`config.mk`:
```
export PLATFORM = sky130hd
export DESIGN_NAME = decode_stage
export DESIGN_NICKNAME = d
export VERILOG_FILES = /design/src/rtl/decode_stage.sv
export SDC_FILE = /design/constraint.sdc
export NUM_CORES = 1
export LEC_CHECK = 0
export CORE_UTILIZATION = 41
export DETAILED_ROUTE_END_ITERATION = 10
export PLACE_DENSITY = 0.76
export SYNTH_ARGS = -nofsm -noshare
export SYNTH_HDL_FRONTEND = slang
export SYNTH_SLANG_ARGS = --single-unit
```
`constraint.sdc`:
```
create_clock -name clk -period 1.7 [get_ports clk]
set_input_delay 0.255 -clock clk [delete_from_list [all_inputs] [get_ports clk]]
set_output_delay 0.255 -clock clk [all_outputs]
set_load 0.1 [all_outputs]
```
`src/rtl/decode_stage.sv`:
```
// decode_stage: registered, valid/ready instruction-decode stage between fetch and execute.
// Define DECODE_SKID_EN for a two-entry (output + skid) buffer with a registered in_ready.
module decode_stage #(
   parameter int WIDTH  = 16,
   parameter int DATA_W = 8
) (
   input  logic             clk,
   input  logic             rst,
   input  logic             flush,
   input  logic             in_valid,
   output logic             in_ready,
   input  logic [15:0]      inst,
   input  logic [DATA_W-1:0] data,
   output logic             out_valid,
   input  logic             out_ready,
   output logic [6:0]       op,
   output logic             src_imm,
   output logic             src_ram,
   output logic [3:0]       cond,
   output logic [WIDTH-1:0] rhs,
   output logic             illegal
);

   generate
      if (WIDTH < 16) begin : g_bad_width
         $error("decode_stage: WIDTH must be >= 16");
      end
      if (DATA_W != 8) begin : g_bad_data_w
         $error("decode_stage: DATA_W must be 8");
      end
   endgenerate

   localparam logic [6:0] OP_NOP    = 7'b0000001;
   localparam logic [6:0] OP_LOAD   = 7'b0000010;
   localparam logic [6:0] OP_STORE  = 7'b0000100;
   localparam logic [6:0] OP_ADD    = 7'b0001000;
   localparam logic [6:0] OP_BRANCH = 7'b0010000;
   localparam logic [6:0] OP_IF     = 7'b0100000;
   localparam logic [6:0] OP_OUT_LO = 7'b1000000;

   typedef struct packed {
      logic [6:0]       op;
      logic             src_imm;
      logic             src_ram;
      logic [3:0]       cond;
      logic [WIDTH-1:0] rhs;
      logic             illegal;
   } entry_t;

   // An illegal encoding decodes to an all-zero entry with only the illegal flag set.
   function automatic entry_t decode_fn(input logic [15:0] i, input logic [DATA_W-1:0] d);
      entry_t     e;
      logic [15:0] sel_rhs;
      logic        sel_bad;
      e       = '0;
      sel_bad = 1'b0;
      case (i[10:8])
         3'd0, 3'd4: sel_rhs = {8'h00, i[7:0]};
         3'd1:       sel_rhs = {i[7:0], 8'h00};
         3'd2:       sel_rhs = {8'h00, d};
         3'd3:       sel_rhs = {d, 8'h00};
         default: begin
            sel_rhs = 16'h0000;
            sel_bad = 1'b1;
         end
      endcase
      if (!i[15]) begin
         if (i[15:8] == 8'h00) begin
            e.op  = OP_NOP;
            e.rhs = WIDTH'(sel_rhs);
         end else if (i[15:8] == 8'h08) begin
            e.op  = OP_OUT_LO;
            e.rhs = WIDTH'(sel_rhs);
         end else begin
            e.illegal = 1'b1;
         end
      end else begin
         case (i[15:11])
            5'b10000, 5'b10001, 5'b10010: begin
               if (sel_bad) begin
                  e.illegal = 1'b1;
               end else begin
                  e.op      = i[12] ? OP_STORE : (i[11] ? OP_ADD : OP_LOAD);
                  e.src_imm = !i[10];
                  e.src_ram = i[10];
                  e.rhs     = WIDTH'(sel_rhs);
               end
            end
            5'b11000: begin
               e.op  = OP_BRANCH;
               e.rhs = {{(WIDTH-11){i[10]}}, i[10:0]};
            end
            5'b11110: begin
               e.op  = OP_IF;
               e.rhs = WIDTH'(sel_rhs);
               case (i[10:0])
                  11'd0:   e.cond = 4'b0001;
                  11'd1:   e.cond = 4'b0010;
                  11'd2:   e.cond = 4'b0100;
                  11'd3:   e.cond = 4'b1000;
                  default: e = '{op: 7'd0, src_imm: 1'b0, src_ram: 1'b0, cond: 4'd0,
                                 rhs: '0, illegal: 1'b1};
               endcase
            end
            default: e.illegal = 1'b1;
         endcase
      end
      return e;
   endfunction

   entry_t dec_s;
   entry_t out_r;
   logic   out_valid_r;
   logic   in_xfer_s;

   assign dec_s = decode_fn(inst, data);

`ifdef DECODE_SKID_EN
   entry_t skid_r;
   logic   skid_valid_r;
   logic   in_ready_r;
   entry_t out_nxt_s;
   entry_t skid_nxt_s;
   logic   out_valid_nxt_s;
   logic   skid_valid_nxt_s;

   assign in_ready  = in_ready_r & !flush;
   assign in_xfer_s = in_valid & in_ready;

   // Next state of the two entries; a held skid entry always drains ahead of new input.
   always_comb begin
      out_nxt_s        = out_r;
      out_valid_nxt_s  = out_valid_r;
      skid_nxt_s       = skid_r;
      skid_valid_nxt_s = skid_valid_r;
      if (flush) begin
         out_nxt_s        = '0;
         out_valid_nxt_s  = 1'b0;
         skid_nxt_s       = '0;
         skid_valid_nxt_s = 1'b0;
      end else if (!out_valid_r || out_ready) begin
         if (skid_valid_r) begin
            out_nxt_s        = skid_r;
            out_valid_nxt_s  = 1'b1;
            skid_nxt_s       = '0;
            skid_valid_nxt_s = 1'b0;
         end else if (in_xfer_s) begin
            out_nxt_s       = dec_s;
            out_valid_nxt_s = 1'b1;
         end else begin
            out_nxt_s       = '0;
            out_valid_nxt_s = 1'b0;
         end
      end else if (in_xfer_s) begin
         skid_nxt_s       = dec_s;
         skid_valid_nxt_s = 1'b1;
      end else begin
         skid_valid_nxt_s = skid_valid_r;
      end
   end

   // Entry registers; in_ready is registered as "skid will be empty".
   always_ff @(posedge clk or posedge rst) begin
      if (rst) begin
         out_r        <= '0;
         out_valid_r  <= 1'b0;
         skid_r       <= '0;
         skid_valid_r <= 1'b0;
         in_ready_r   <= 1'b1;
      end else begin
         out_r        <= out_nxt_s;
         out_valid_r  <= out_valid_nxt_s;
         skid_r       <= skid_nxt_s;
         skid_valid_r <= skid_valid_nxt_s;
         in_ready_r   <= !skid_valid_nxt_s;
      end
   end
`else
   logic out_xfer_s;

   assign in_ready   = !flush & (!out_valid_r | out_ready);
   assign in_xfer_s  = in_valid & in_ready;
   assign out_xfer_s = out_valid_r & out_ready;

   // Single output register; fields are zeroed whenever the entry is empty.
   always_ff @(posedge clk or posedge rst) begin
      if (rst) begin
         out_r       <= '0;
         out_valid_r <= 1'b0;
      end else if (flush) begin
         out_r       <= '0;
         out_valid_r <= 1'b0;
      end else if (in_xfer_s) begin
         out_r       <= dec_s;
         out_valid_r <= 1'b1;
      end else if (out_xfer_s) begin
         out_r       <= '0;
         out_valid_r <= 1'b0;
      end
   end
`endif

   assign out_valid = out_valid_r;
   assign op        = out_r.op;
   assign src_imm   = out_r.src_imm;
   assign src_ram   = out_r.src_ram;
   assign cond      = out_r.cond;
   assign rhs       = out_r.rhs;
   assign illegal   = out_r.illegal;

endmodule

```
* After elaboration in Yosys (flattened, before gate mapping)
Cells that the tools add are included.
Widths: inputs -> output; s select.
** Word-level totals
- Register bits :: 31
- Bits of input ports :: 29
- Word-level logic and storage cells :: 64
** Cells by class
- Equality and inequality tests :: 13
- Multiplexer cells :: 29
- Bitwise gates (word level) :: 4
- Reduce and logical (&&, ||, !) cells :: 11
** Operator list (count)
- $mux 30 :: 3
- $pmux 16 s4 :: 1
- $mux 16 :: 3
- $pmux 16 s3 :: 1
- $mux 17 :: 2
- $eq 5x5->1 const B :: 5
- $eq 11x2->1 const B :: 2
- $mux 7 :: 3
- $pmux 6 s3 :: 1
- $pmux 4 s4 :: 1
- $mux 4 :: 3
- $mux 6 :: 2
- $eq 11x1->1 const B :: 1
- $logic_not 11->1 :: 1
- $eq 8x4->1 const B :: 1
- $logic_not 8->1 :: 1
- $mux 8 :: 1
- $eq 3x2->1 const B :: 2
- $mux 1 :: 6
- $reduce_or 5->1 :: 1
- $pmux 2 s2 :: 1
- $reduce_or 4->1 :: 1
- $and 1x1->1 :: 3
- $eq 3x1->1 const B :: 1
- other kinds (8) :: 10

* Longest topological paths before layout
Gate-level depths: netlist of the first run.
- Word-level depth :: 8
- Depth in mapped cells :: 6
- Gate-level depth less buffers :: 4

* Least setup slack after synthesis of the first run
OpenSTA, ideal clock, no wires.
- Path kind :: reg2out
- Start point :: register out_valid_r, in the netlist out_valid
- End point :: output in_ready
- Data arrival time :: 2317 ps
- Required time :: 1445 ps
- Setup slack :: -872 ps
- Stages on the path, launching flop included :: 3
- Cell sequence :: dfrtp_1 nor2b_1 nor2_1
** Between the ends
- Cells in the longest elaborated chain, start to end :: 3
** Ends and longest elaborated chain
- start, declared :: RTL line 113 : logic out_valid_r;
- start signal, assigned :: RTL line 189 : out_valid_r <= 1'b0;
- start signal, assigned :: RTL line 192 : out_valid_r <= 1'b0;
- start signal, assigned :: RTL line 195 : out_valid_r <= 1'b1;
- $logic_not 1->1 :: RTL line 181 : assign in_ready = !flush & (!out_valid_r | out_ready);
- $or 1x1->1 :: RTL line 181
- $and 1x1->1 :: RTL line 181
- end, declared :: RTL line 11 : output logic in_ready,
Every way passes these cells.

* Final worst setup path of the first run
- Start point :: input inst[14]
- End point :: register out_r, in the netlist cond[1]
** Between the ends
- Cells in the longest elaborated chain, start to end :: 5
** Ends and longest elaborated chain
- start, declared :: RTL line 12 : input logic [15:0] inst,
- $eq 5x5->1 :: RTL line 78 : case (i[15:11])
- $mux 4 :: RTL line 78
- $mux 6 :: RTL line 67 : if (!i[15]) begin
- $mux 30 :: RTL line 193 : end else if (in_xfer_s) begin
- $mux 30 :: RTL line 190 : end else if (flush) begin
- end signal, assigned :: RTL line 194 : out_r <= dec_s;
- end, declared :: RTL line 112 : entry_t out_r;
Every way passes these cells.
A chain may end at the register's enable or synchronous reset.

==> impl_metrics.env, run 1 <==
export IMPL_crit_type="input port to flop"
export IMPL_hp_class="input port to asynchronous set/reset pin"
export IMPL_setup_violations=0
export IMPL_synth_cell_type_count=38
export IMPL_hold_violations=0
export IMPL_clock_latency_ns=0.29
export IMPL_drtIter0Drc=164
export IMPL_std_cell_rows=23
export IMPL_vias=2070
export IMPL_synth_flop_cell="dfrtp_1"
export IMPL_io_buffer_count=60
export IMPL_cpPeakStageDelay_ns=0.55
export IMPL_die_area_um2=4620
export IMPL_worstSetupEndpointType="flop"
export IMPL_drive_gt1_frac=0.367
export IMPL_synthCells=195
export IMPL_synth_seq_cells=31
export IMPL_routed_wl_um=6150
export IMPL_place_gp_congestion=0.938
export IMPL_grt_pass1_wl_um=9650
export IMPL_synth_edff_count=0
export IMPL_postCtsSetupRepairBufs=0
export IMPL_numCtsBuffers=5
export IMPL_worst_pin_slew_ns=0.429
export IMPL_via_per_inst=5.97
export IMPL_grt_pass1_vias=2030
export IMPL_nets=326
export IMPL_finalCoreUtilization=0.804
export IMPL_die_w_um=67.9
export IMPL_areaGrowthSynthToFinish_pct=84.4
export IMPL_power_density_nw_per_um2=542
export IMPL_n_antenna_cell=0
export IMPL_synth_area_um2=1780
export IMPL_cap_violations=0
export IMPL_yosysWarnings=0
export IMPL_worst_ep_arrival_time_ns=1.84
export IMPL_fin_crit_sh=0.966
export IMPL_ant_nets=0
export IMPL_die_h_um=67.9
export IMPL_antenna_found_initial=0
export IMPL_ys_async_sr_fraction=1.00
export IMPL_io_pin_count=61
export IMPL_fin_skew_ns=0.00537
export IMPL_wl_per_cell_um=17.7
export IMPL_path_cells="clkdlybuf4s50_1, nand4b_1, nor4_4, buf_4, nand2_4, o31ai_2"
export IMPL_clkTransAtPathRegs_ns=0.07
export IMPL_fmax_mhz=609
export IMPL_holdBufCountCts=0
export IMPL_synth_top_area_share=0.435
export IMPL_critPathSlowestCell="clkdlybuf4s50_1"
export IMPL_ys_seq_area_frac=0.435
export IMPL_synth_nets=224
export IMPL_dr_pass1_iters=4
export IMPL_status="finished clean"
export IMPL_crit_fanout=5
export IMPL_startpoint_type="input port"
export IMPL_core_um2=4090
export IMPL_relSlewSlack=0.714
export IMPL_clockRootBuffer="clkbuf_8"
export IMPL_placedCellCount=340
export IMPL_dp_hpwl_um=4530
export IMPL_max_clock_path_buffers=2
export IMPL_totalPowerFinal_mw=1.78
export IMPL_grt_overflow_total=0
export IMPL_grt_max_degree=32
export IMPL_cts_sinks=31
export IMPL_rsz0062_at_grt="no"
export IMPL_drv_slew=0
export IMPL_start_util=0.436
export IMPL_cts_max_level=2
export IMPL_grt_usage=0.291
export IMPL_required_ns=1.89
export IMPL_cts_tree="built"
export IMPL_power_leakage_nw=1.50
export IMPL_drcViolationCount=0
export IMPL_peakVddDrop_mv=0.435
export IMPL_layout_min_cycle_time_ns=1.64
export IMPL_synth_area_per_cell_um2=9.14
export IMPL_synth_area_leaders="dfrtp_1 44%, nand3_1 5.3%, nand2_1 5.3%"
export IMPL_synth_top_area_cell="dfrtp_1"
export IMPL_finalNonFillerCells=347
## worst max-delay path: cells and delay by family
kind,cells,cell delay [ns]
AO/OA/AOI/OAI,1,0.18
buffers and inverters,2,0.74
AND/OR/NAND/NOR,3,0.66
## registers in the layout, indices dropped and copies added (netlist names)
register,flops
illegal,1
src_imm,1
out_valid,1
rhs,16
src_ram,1
op,7
cond,4
## power by group
| part | switching (mW) | internal [mW] |
|---|---|---|
| combinational | 0.235 | 0.194 |
| sequential | 0.00747 | 0.745 |
| clock | 0.284 | 0.317 |
| total | 0.526 | 1.26 |
## cells by family after synthesis
group,count (synthesis),share of synthesized area
AO/OA/AOI/OAI,55,0.240
AND/OR/NAND/NOR,89,0.279
buffers and inverters,19,0.0400
adder cells (fa/ha/maj),1,0.00561
flip-flops,31,0.435
## timing repair
action | 4_1_cts | 5_1_grt
pin swaps | 1 | 4
gates resized for setup | 6 | 17
setup endpoints to repair | 19 | 22
## placed cells by master, fill, tap and decap left out, types with 2 or more instances in the layout
cell type and count:
a21oi_1 8, clkbuf_8 6, o21ai_1 2, nand3b_1 8
clkdlybuf4s50_1 21, a221o_1 5, nand3_1 18, a22o_1 2
buf_4 49, a32oi_1 10, nor2_1 7, nand2_1 25
or4_1 2, dlymetal6s2s_1 6, dfrtp_1 30, nand2b_1 8
o2111ai_1 8, inv_1 4, nand4b_1 2, buf_12 33
nor4b_2 3, a32o_1 5, o21ai_0 5
## per-stage QoR
step	worst slack [ns]	TNS [ns]	instance area [um^2]	hold WS, ns
finish	0.0583	0	3290	0.344
global route	0.0165	0	3290	0.393
CTS	0.00730	0	3230	0.357
detailed placement	-0.450	-7.81	3120	0.531
global placement	-0.336	-6.97	3120	0.526
floorplan	-0.133	-0.133	1810	0.318
## path summary, 6_finish.rpt
check	startpoint	slack (ns)	cells after the start	to
max	inst[14]	0.06	6	cond[1]
min	rst	0.34	3	rhs[8]
max reg2reg	out_valid	0.09	5	rhs[2]
min reg2reg	op[0]	0.54	2	op[0]
max in group asynchronous	rst	1.04	3	out_valid
min in group clk	inst[3]	0.36	4	rhs[3]
## final cells by class
type	instances	area [um^2]
well taps	50	62.6
clock inverters	1	5.00
inverters	4	15.0
clock buffers	6	82.6
multi-input cells	145	1020
repair buffers	110	1320
fillers	271	800
flip-flops and latches	31	779
## per-layer routing
layer	track usage	vias up	share of wire
met1	0.342	991	0.39
met3	0.0483	26	0.071
met2	0.493	105	0.50
met4	0.177	0	0.040
li1	-	948	-
met5	0	-	0
## Yosys cell counts, types with 2 or more instances
library cell  count
dfrtp_1          31
nand2_1          25
nand3_1          19
clkbuf_1         15
a32oi_1          10
nor2_1            9
a21oi_1           8
nand2b_1          8
nand3b_1          8
o2111ai_1         8
o21ai_0           7
a221o_1           5
a32o_1            5
inv_1             4
nor4b_1           3
o31ai_1           3
a22o_1            2
and2_1            2
nand4b_1          2
nor2b_1           2
or4_1             2
Note: power is estimated with default switching activity, not from simulation.
==> run 2: changes to the inputs <==
--- a/config.mk
+++ b/config.mk
@@ -5,9 +5,12 @@
 export SDC_FILE = /design/constraint.sdc
 export NUM_CORES = 1
 export LEC_CHECK = 0
+export CORE_MARGIN = 3
 export CORE_UTILIZATION = 41
 export DETAILED_ROUTE_END_ITERATION = 10
+export HOLD_SLACK_MARGIN = 0.15
 export PLACE_DENSITY = 0.76
+export SKIP_CTS_REPAIR_TIMING = 1
 export SYNTH_ARGS = -nofsm -noshare
 export SYNTH_HDL_FRONTEND = slang
 export SYNTH_SLANG_ARGS = --single-unit
==> impl_metrics.env, run 2 (synthesis results as in run 1) <==
export IMPL_status="finished clean"
export IMPL_drtIter0Drc=184
export IMPL_relSlewSlack=0.734
export IMPL_setup_violations=0
export IMPL_grt_pass1_vias=2059
export IMPL_fin_skew_ns=0.00545
export IMPL_setup_slack_ns=0.0341
export IMPL_nets=325
export IMPL_cpPeakStageDelay_ns=0.45
export IMPL_std_cell_rows=23
export IMPL_place_gp_congestion=0.903
export IMPL_routed_wl_um=6110
export IMPL_die_h_um=71.9
export IMPL_layout_min_cycle_time_ns=1.67
export IMPL_start_util=0.436
export IMPL_peakVddDrop_mv=0.393
export IMPL_crit_fanout=4
export IMPL_power_internal_mw=1.31
export IMPL_clockRootBuffer="clkbuf_8"
export IMPL_cap_violations=0
export IMPL_startpoint_type="input port"
export IMPL_placed_area_um2=3110
export IMPL_drive_gt1_frac=0.367
export IMPL_crit_type="input port to flop"
export IMPL_die_w_um=71.9
export IMPL_combPwrFrac=0.236
export IMPL_hold_violations=0
export IMPL_dr_pass1_iters=4
export IMPL_worst_path_buf_inv=2
export IMPL_n_antenna_cell=0
export IMPL_final_area_um2=3310
export IMPL_fmax_mhz=600
export IMPL_fin_setup_tns_ns=0
export IMPL_core_um2=4090
export IMPL_drcViolationCount=0
export IMPL_cp_top_family="simple AND/OR/NAND/NOR gates"
export IMPL_fin_crit_sh=0.980
export IMPL_ant_nets=0
export IMPL_layout_commonest_cell="buf_4"
export IMPL_cts_tree="built"
export IMPL_vias=2059
export IMPL_worst_ep_arrival_time_ns=1.85
export IMPL_seq_power_share=0.412
export IMPL_p_clk_frac=0.352
export IMPL_swShare=0.284
export IMPL_grt_overflow_total=0
export IMPL_clock_latency_ns=0.28
export IMPL_final_cell_mix="48 x buf_4, 33 x buf_12, 30 x dfrtp_1"
export IMPL_path_cells="clkdlybuf4s50_1, or3_4, nor4_4, buf_4, nand2_2, o31ai_1"
export IMPL_grt_max_degree=32
export IMPL_max_clock_path_buffers=2
export IMPL_largest_reg_flops=16
export IMPL_place_ws_ns=-0.400
export IMPL_cts_sinks=31
export IMPL_dp_hpwl_um=4540
export IMPL_grt_pass1_wl_um=9780
export IMPL_antenna_found_initial=0
export IMPL_io_buffer_count=60
export IMPL_areaGrowthSynthToFinish_pct=85.4
export IMPL_finalCoreUtilization=0.809
export IMPL_wl_per_cell_um=17.6
export IMPL_power_leakage_nw=1.52
export IMPL_critPathSlowestCell="clkdlybuf4s50_1"
export IMPL_power_density_nw_per_um2=553
export IMPL_cts_max_level=2
export IMPL_totalPowerFinal_mw=1.83
export IMPL_required_ns=1.89
export IMPL_grt_usage=0.243
export IMPL_drv_slew=0
export IMPL_worstSetupEndpointType="flop"
export IMPL_io_pin_count=61
export IMPL_hp_class="input port to asynchronous set/reset pin"
export IMPL_die_area_um2=5180
export IMPL_clkTransAtPathRegs_ns=0.06
export IMPL_p_sw_mw=0.518
export IMPL_worst_pin_slew_ns=0.399
export IMPL_via_per_inst=5.93
export IMPL_numCtsBuffers=5
run 2: changes by cell type in the layout (fill, tap and decap cells not counted), moves of 2 or more:
cell            previous run  this run
nor4b_2                    3         1
o21ai_0                    5         7
o21ai_1                    2         0
dlymetal6s2s_1             6         8
run 2: metrics by stage:
stage / hold WS, ns / instances
after floorplan: 0.318 / 195
after CTS: 0.376 / 346
after global placement: 0.521 / 338
after detailed placement: 0.530 / 338
after global routing: 0.400 / 347
final: 0.360 / 347
run 2: worst min-delay path, cell delays in order:
cell	delay, ns
clkdlybuf4s50_1	0.40
inv_1	0.05
buf_4	0.35
run 2: final timing paths:
kind | from | endpoint | slack, ns | cells past startpoint
worst max-delay path | inst[9] | cond[1] | 0.03 | 6
worst min-delay path | rst | out_valid | 0.36 | 3
worst max register to register | out_valid | illegal | 0.17 | 6
worst min register to register | src_imm | src_imm | 0.54 | 2
max in group asynchronous | rst | out_valid | 1.03 | 3
min in group clk | inst[3] | rhs[3] | 0.38 | 4
run 2: metal layers:
layer	global-route usage	routed length, um
met1	0.302	2430
met2	0.431	3050
met3	0.0416	483
met4	0.0772	148
met5	0	0
run 2: layout make-up:
class | instances | area [um^2]
Fill cell | 253 | 781
Inverter | 4 | 15.0
Tap cell | 50 | 62.6
Sequential cell | 31 | 779
Multi-Input combinational cell | 145 | 1030
Timing Repair Buffer | 109 | 1320
Clock buffer | 8 | 100
run 2: power by group through the flow:
stage               Combinational [mW]  Sequential (mW)  Clock [mW]
finish                           0.431            0.753       0.644
global route                     0.459            0.753       0.676
CTS                              0.415            0.753       0.649
detailed placement               0.413            0.767           0
global placement                 0.407            0.766           0
floorplan                        0.138            0.810           0
==> run 3: changes to the inputs <==
==> constraint.sdc (replaced) <==
create_clock -name clk -period 1.48 [get_ports clk]
set_input_delay 0.222 -clock clk [delete_from_list [all_inputs] [get_ports clk]]
set_output_delay 0.222 -clock clk [all_outputs]
set_load 0.1 [all_outputs]
==> impl_metrics.env, run 3 (synthesis results as in run 1) <==
export IMPL_status="finished, violations left"
export IMPL_failed_checks="negative setup slack"
export IMPL_antenna_found_initial=0
export IMPL_hp_class="input port to asynchronous set/reset pin"
export IMPL_seq_power_share=0.419
export IMPL_grt_pass1_wl_um=9950
export IMPL_power_leakage_nw=1.63
export IMPL_fin_skew_ns=0.00571
export IMPL_io_buffer_count=60
export IMPL_std_cell_rows=23
export IMPL_setup_slack_ns=-0.0609
export IMPL_grt_max_degree=32
export IMPL_ant_nets=0
export IMPL_crit_fanout=5
export IMPL_grt_overflow_total=0
export IMPL_rsz0062_at_grt="yes"
export IMPL_max_clock_path_buffers=2
export IMPL_die_w_um=71.9
export IMPL_numCtsBuffers=5
export IMPL_peakVddDrop_mv=0.368
export IMPL_final_area_um2=3440
export IMPL_die_h_um=71.9
export IMPL_cts_max_level=2
export IMPL_worst_pin_slew_ns=0.348
export IMPL_cts_tree="built"
export IMPL_vias=2236
export IMPL_clockRootBuffer="clkbuf_8"
export IMPL_p_sw_mw=0.637
export IMPL_layout_commonest_cell="buf_4"
export IMPL_cap_violations=0
export IMPL_grt_pass1_vias=2106
export IMPL_worst_ep_arrival_time_ns=1.32
export IMPL_nets=331
export IMPL_combPwrFrac=0.262
export IMPL_power_density_nw_per_um2=600
export IMPL_drtIter0Drc=173
export IMPL_placed_area_um2=3180
export IMPL_clkTransAtPathRegs_ns=0.07
export IMPL_via_per_inst=6.33
export IMPL_dp_hpwl_um=4600
export IMPL_fin_crit_sh=1.04
export IMPL_drive_gt1_frac=0.399
export IMPL_setup_violations=7
export IMPL_relSlewSlack=0.767
export IMPL_routed_wl_um=6990
export IMPL_worstSetupEndpointType="output port"
export IMPL_swShare=0.309
export IMPL_grt_usage=0.245
export IMPL_r2r_end="rhs[11]"
export IMPL_largest_reg_flops=16
export IMPL_cts_sinks=31
export IMPL_regToRegStartpoint="out_valid"
export IMPL_core_um2=4090
export IMPL_totalPowerFinal_mw=2.06
export IMPL_startpoint_type="flop"
export IMPL_io_pin_count=61
export IMPL_layout_min_cycle_time_ns=1.54
export IMPL_hold_worst_slack_ns=0.288
export IMPL_p_clk_frac=0.319
export IMPL_required_ns=1.26
export IMPL_start_util=0.436
export IMPL_fmax_mhz=649
export IMPL_clock_latency_ns=0.29
export IMPL_wl_per_cell_um=19.8
export IMPL_drv_slew=0
export IMPL_drcViolationCount=0
export IMPL_power_internal_mw=1.43
export IMPL_place_gp_congestion=0.949
export IMPL_rrSetupSlack_ns=-0.06
export IMPL_reg2regPathDepth=4
export IMPL_dr_pass1_iters=5
export IMPL_areaGrowthSynthToFinish_pct=92.8
export IMPL_n_antenna_cell=0
export IMPL_final_cell_mix="45 x buf_4, 35 x buf_12, 30 x dfrtp_1"
export IMPL_die_area_um2=5180
export IMPL_hold_violations=0
export IMPL_crit_type="flop to output port"
-- run 3: per-stage QoR --
step,instances,setup WS (ns),utilization,TNS [ns]
2_1_floorplan,195,-0.144,-,-3.19
3_3_place_gp,343,-0.496,0.778,-11.82
3_5_place_dp,343,-0.578,0.778,-13.14
4_1_cts,351,-0.292,0.798,-4.77
5_1_grt,353,-0.101,0.841,-0.630
6_report,353,-0.0609,0.841,-0.282
-- run 3: cell type report --
cell class	instances	area (um^2)
flip-flops and latches	31	779
clock buffers	5	68.8
repair buffers	115	1430
multi-input cells	145	1060
inverters	4	15.0
well taps	50	62.6
clock inverters	3	15.0
fillers	218	649
-- run 3: how the worst max path moves through the flow --
stage	start	end	slack [ns]
after floorplan	out_valid	rhs[10]	-0.14
after global placement	inst[3]	cond[1]	-0.50
after detailed placement	inst[12]	rhs[11]	-0.58
after CTS	inst[12]	rhs[11]	-0.29
after global routing	out_valid	in_ready	-0.10
final	out_valid	in_ready	-0.06
-- run 3: critical path, cell delays in order (launching register included) --
cell and delay [ns]:
dfrtp_4 0.47, nor2b_4 0.15, buf_6 0.12, nor2_4 0.11, buf_12 0.18
-- run 3: metal layers --
layer	part of all wire	global-route usage	vias up	routed length (um)
met1	0.38	0.298	1064	2630
met2	0.49	0.428	168	3450
li1	-	-	962	-
met5	0	0	-	0
met4	0.039	0.0856	0	276
met3	0.092	0.0540	42	642
-- run 3: power groups by stage --
stage | clock (mW) | sequential (mW) | combinational [mW]
2_1_floorplan | 0 | 0.931 | 0.172
3_3_place_gp | 0 | 0.879 | 0.490
3_5_place_dp | 0 | 0.880 | 0.498
4_1_cts | 0.657 | 0.864 | 0.500
5_1_grt | 0.684 | 0.864 | 0.569
6_report | 0.657 | 0.864 | 0.541
